$ cat src/rtl/spi_tx_fifo.sv
// spi_tx_fifo: SPI peripheral transmitter with a word FIFO, oversampled SCK/CSN and idle-word underrun fill.
module spi_tx_fifo #(
  parameter int WIDTH = 8,
  parameter int DEPTH = 4,
  parameter bit CPOL = 0,
  parameter bit CPHA = 0,
  parameter bit LSB_FIRST = 0,
  parameter logic [WIDTH-1:0] IDLE_WORD = '0
) (
  input  logic                       clk,
  input  logic                       rst,
  input  logic [WIDTH-1:0]           tx_data,
  input  logic                       tx_valid,
  output logic                       tx_ready,
  output logic [$clog2(DEPTH):0]     level,
  input  logic                       spi_sck,
  input  logic                       spi_csn,
  output logic                       spi_sdo,
  output logic                       spi_sdo_oe,
  output logic                       word_done,
  output logic                       underrun
);
  localparam int AW = $clog2(DEPTH);
  localparam int BW = (WIDTH > 2) ? $clog2(WIDTH) : 1;
  localparam logic [BW-1:0] LAST = BW'(WIDTH - 1);
  typedef enum logic {IDLE, ACTIVE} state_t;
  state_t state;
  logic [WIDTH-1:0] mem [DEPTH];
  logic [AW:0] wp, rp;
  logic [2:0] sck_p, csn_p;
  logic sample_p, shift_p, start_p, stop_p;
  logic armed, sampled;
  logic [1:0] warm;
  logic [BW-1:0] bitcnt;
  logic [WIDTH-1:0] sh, nxt, word;
  logic push, pop, load, empty, lead, trail;
  assign level = wp - rp;
  assign tx_ready = level != (AW+1)'(DEPTH);
  assign empty = level == '0;
  assign push = tx_valid && tx_ready;
  assign word = empty ? IDLE_WORD : mem[rp[AW-1:0]];
  assign lead = (sck_p[2] == CPOL) && (sck_p[1] != CPOL);
  assign trail = (sck_p[2] != CPOL) && (sck_p[1] == CPOL);
  assign load = (state == IDLE) ? start_p : (!stop_p && shift_p && sampled && bitcnt == '0);
  assign pop = load && !empty;
  assign nxt = LSB_FIRST ? (sh >> 1) : (sh << 1);
  always_ff @(posedge clk)
    if (push) mem[wp[AW-1:0]] <= tx_data;
  always_ff @(posedge clk) begin
    if (rst) begin
      wp <= '0;
      rp <= '0;
    end else begin
      wp <= wp + (AW+1)'(push);
      rp <= rp + (AW+1)'(pop);
    end
  end
  always_ff @(posedge clk) begin
    if (rst) begin
      sck_p <= {3{CPOL}};
      csn_p <= '1;
      sample_p <= 1'b0;
      shift_p <= 1'b0;
      start_p <= 1'b0;
      stop_p <= 1'b0;
      warm <= '0;
      armed <= 1'b0;
      state <= IDLE;
      sampled <= 1'b0;
      bitcnt <= '0;
      sh <= '0;
      spi_sdo <= 1'b0;
      spi_sdo_oe <= 1'b0;
      word_done <= 1'b0;
      underrun <= 1'b0;
    end else begin
      sck_p <= {sck_p[1:0], spi_sck};
      csn_p <= {csn_p[1:0], spi_csn};
      sample_p <= CPHA ? trail : lead;
      shift_p <= CPHA ? lead : trail;
      start_p <= csn_p[2] && !csn_p[1] && armed;
      stop_p <= !csn_p[2] && csn_p[1];
      // the synchroniser still holds its reset value for a few clocks, so arm only once it reflects the pin
      warm <= warm + 2'(warm != 2'd3);
      armed <= armed || (csn_p[1] && warm == 2'd3);
      word_done <= 1'b0;
      underrun <= load && empty;
      if (state == ACTIVE && stop_p) begin
        state <= IDLE;
        spi_sdo_oe <= 1'b0;
        spi_sdo <= 1'b0;
        bitcnt <= '0;
      end else if (load) begin
        state <= ACTIVE;
        sh <= word;
        spi_sdo <= LSB_FIRST ? word[0] : word[WIDTH-1];
        spi_sdo_oe <= 1'b1;
        bitcnt <= '0;
        sampled <= 1'b0;
      end else if (state == ACTIVE && sample_p) begin
        sampled <= 1'b1;
        bitcnt <= (bitcnt == LAST) ? '0 : bitcnt + 1'b1;
        word_done <= bitcnt == LAST;
      end else if (state == ACTIVE && shift_p && sampled) begin
        sh <= nxt;
        spi_sdo <= LSB_FIRST ? nxt[0] : nxt[WIDTH-1];
      end
    end
  end
endmodule

$ cat config.mk
export PLATFORM = sky130hd
export DESIGN_NAME = spi_tx_fifo
export DESIGN_NICKNAME = d
export VERILOG_FILES = /design/src/rtl/spi_tx_fifo.sv
export SDC_FILE = /design/constraint.sdc
export NUM_CORES = 1
export LEC_CHECK = 0
export ABC_AREA = 1
export ABC_CLOCK_PERIOD_IN_PS = 2120
export BUFFER_PORTS_ARGS = -buffer_cell sky130_fd_sc_hd__buf_2
export CORE_MARGIN = 3
export CORE_UTILIZATION = 56
export CTS_BUF_LIST = sky130_fd_sc_hd__clkbuf_8
export CTS_CLUSTER_SIZE = 25
export DETAILED_ROUTE_END_ITERATION = 16
export HOLD_SLACK_MARGIN = 0.1
export PLACE_DENSITY = 0.86
export SLEW_MARGIN = 20
export SYNTH_ARGS = -nofsm -noshare
export SYNTH_HDL_FRONTEND = slang
export SYNTH_SLANG_ARGS = --single-unit
$ cat constraint.sdc
create_clock -name clk -period 2.12 [get_ports clk]
set_input_delay 0.424 -clock clk [delete_from_list [all_inputs] [get_ports clk]]
set_output_delay 0.424 -clock clk [all_outputs]
set_load 0.05 [all_outputs]
==> results.md <==
* Port Buffer Count at 20
* HP Class: input pin to register
* Initial antenna violation count at 0
* Post-place setup slack at -0.01471 ns
* Starting density of the core at ~60%
* R2r endpoint: rp[2]
* I/O pins at 21
* Unrepaired setup endpoints after global routing: yes
* Routed via count at 2091
* Sequential group share of total power at 50.2%
* NumNets Final at around 360
* R2R depth at 13
* Slew headroom at between 70% and 80%
* Cell Area, Synth at ~2800 sq um
* Hold bufs inserted after CTS at 0
* Chip height at 76.49 um
* CTS sink cnt at 66
* YS warnings at 0
* Yosys cell types at 27
* Logic pwr share at 10.1%
* Maxcap violations at 0
* Antenna cell count at 0
* Worst skew pair latency at 0.34 ns
* HP Start: spi_csn
* Routed wire per std cell at 13.94 um
* Worst R2R Setup Slack at -0.06 ns
* Levels on crit path at 6
* Worst setup SP type: register
* Die area at 5851 sq um
* CTS root buf: clkbuf_8
* TritonRoute pass-1 iters at 4
* Layout cells sized above 1 at a little over a quarter
* CP Cell Sequence: ha_4 > fa_2 > buf_4 > buf_4 > inv_2 > buf_6
* Critical Path End Type: output pin
* Crit-path max FO at 2
* Vias/cell at 5.088
* DP HPWL at 3511 um
* Req. time, crit path at 1.70 ns
* Sw Pwr at about 660 uW
* Placer Congestion at 0.7907
* Largest net degree at the start of global routing at 19
* Routed Antenna Nets at 0
* Slew @ Worst Pin at 0.3302 ns
* Final Hold Fails at 0
* Core ar. at about 4800 sq um
* RR Startpoint: wp[0]
* Post-Synthesis Net Count at 320
* Final Cell Area at 3506 sq um
* Fin cells at around 410
* Post-placement cell count at between 300 and 400
* Seq/Total Area, Yosys at 58.99%
* Most frequent CP cell: buf_4
* Violated checks: negative setup slack
* Critical path buffer and inverter count at 4
* Fin. max-slew vios at 0
* Critical path class: register to output pin
* Grt ovf at 0
* Outcome: complete, but fails checks
* Residual DRC at 0
* CTS max path bufs at 2
* Top Family by Delay on Critical Path: adder cells
* Post-route clock period utilization at 106.9%
* Setup violations, final at 5
* Fillers at 309
* Worst Skew at 0.008189 ns
* H-tree depth at 3
* Post-layout min period at 2.267 ns
* Min Hold Slack at 0.2801 ns
* Synthesis-stage register bit count at 66
* Leakage at 1.496 nW
* Worst Setup SP: rp[0]
* CTS tree: done
* Sw frac at 23.49%
* Detailed Route WL at about 5700 um
* Die span in x at around 76 um
* Cell internal pwr at 2.150 mW
* Arrival time worst endpoint at 1.84 ns
* Fmax at 441.1 MHz
* Final WS setup at -0.1471 ns
* Overall power at 2.810 mW
* GRT Overall Usage at between 20% and 30%
* Vias in the first global route at 2101
* Clock share of power at 39.6%
* Clk slew on worst S/H paths at approximately 0.070 ns
* CP peak stage delay at 0.45 ns
* Area after DPL at about 3200 sq um
* First-pass GRT wire length at roughly 9600 um
* VDD IR-drop max at 0.6172 mV
* Slowest cell on the critical path: fa_2
* Pwr Density at about 800 nW/um^2
* Area Growth Syn to Fin at 25.99%
* Cts bufs inserted at 9
* Row Count at 25
* Synth Area per Inst at 9.338 sq um
* Worst setup path endpoint: level[1]
* Cells after synthesis at 298
* Initial DRC Count at roughly 140
cell type report:
type | instances | area [sq um] | share of cell area, %
clock inverter | 6 | 83.83 | 2.391
timing repair buffer | 38 | 272.8 | 7.780
multi-input combinational | 182 | 1124 | 32.05
clock buffer | 9 | 123.9 | 3.533
sequential | 66 | 1647 | 46.97
tap | 67 | 83.83 | 2.391
inverter | 43 | 171.4 | 4.889
cell usage after synthesis:
cell type	n	area share, %
nor2_1	66	8.9
nand2_1	42	5.7
inv_1	41	5.5
dfxtp_1	34	24
edfxtp_1	32	35
nand3_1	16	2.9
o21ai_0	16	2.9
ha_1	8	3.6
a21oi_1	7	1.3
nor3_1	7	1.3
nand2_4	4	1.6
o21ai_1	4	0.72
buf_2	2	0.36
buf_6	2	0.81
inv_2	2	0.27
nor2_2	2	0.45
or2_2	2	0.45
xnor2_1	2	0.63
buf_4	1	0.27
clkbuf_1	1	0.13
clkbuf_8	1	0.49
fa_1	1	0.72
nand3_4	1	0.63
nand3b_4	1	0.72
nand4_1	1	0.22
o211ai_1	1	0.27
o31ai_1	1	0.27
placed cells by master (no fill, tap or decap), types with 3 or more instances in the layout:
cell / instances
nor2_1: 66
clkbuf_8: 9
ha_1: 3
inv_1: 35
dfxtp_1: 32
buf_2: 17
nor3_1: 3
o21ai_0: 16
nand2_1: 37
nand2_8: 3
inv_2: 6
nand3_1: 14
buf_4: 15
nand2_4: 5
nand3_4: 3
ha_4: 5
nor3_4: 4
a21oi_1: 7
o21ai_1: 4
edfxtp_1: 32
buf_6: 4
per-stage QoR:
stage | utilization [%] | TNS (ns)
2_1_floorplan | - | -0.1190
5_1_grt | 73.74 | -2.243
3_5_place_dp | 66.95 | -0.01471
3_3_place_gp | 66.95 | 0
4_1_cts | 73.00 | -0.3255
6_report | 73.74 | -0.3726
worst min-delay path by stage:
stage	slack, ns	cells after the start	end
5_1_grt	0.26	2	csn_p[0]
2_1_floorplan	0.39	2	sck_p[1]
6_report	0.28	2	csn_p[0]
4_1_cts	0.26	2	csn_p[0]
3_3_place_gp	0.39	1	csn_p[1]
3_5_place_dp	0.40	2	sck_p[1]
sequential cells by signal, indices dropped and copies added (netlist names):
register / count
mem: 32
sh: 7
bitcnt: 3
csn_p: 3
rp: 3
sck_p: 3
wp: 3
warm: 2
armed: 1
sample_p: 1
sampled: 1
shift_p: 1
spi_sdo: 1
start_p: 1
state: 1
stop_p: 1
underrun: 1
word_done: 1
power groups by stage:
stage / clock network (mW) / logic [mW] / registers (mW)
6_report: 1.11 / 0.285 / 1.41
5_1_grt: 1.18 / 0.317 / 1.42
4_1_cts: 1.12 / 0.276 / 1.41
3_5_place_dp: 0 / 0.247 / 1.44
3_3_place_gp: 0 / 0.238 / 1.44
2_1_floorplan: 0 / 0.163 / 1.45
per-layer routing:
metal,up-vias,routed length [um],track usage [%]
met4,0,129,9.058
met3,12,314,7.683
li1,1035,-,-
met2,68,2931,36.47
met5,-,0,0
met1,976,2355,24.20
repair_timing:
action / CTS / global route
buffers inserted: 5 / 3
resized for setup: 12 / 7
endpoints found under the setup margin: 12 / 44
pin swaps: 5 / 7
endpoints found under the hold margin: 0 / 0
kinds of logic (layout without fill, tap and decap cells):
kind of cell / Yosys count / after routing / share of synthesized area (%)
and+or+nand+nor: 142 / 142 / 22.80
xor gates and xnor gates: 2 / 2 / 0.6296
adders and majority gates: 9 / 9 / 4.317
DFF: 66 / 66 / 58.99
buffers and inverters: 50 / 96 / 7.869
AOI/OAI and AO/OA: 29 / 29 / 5.396
No activity file was read; power rests on OpenSTA's default activity.
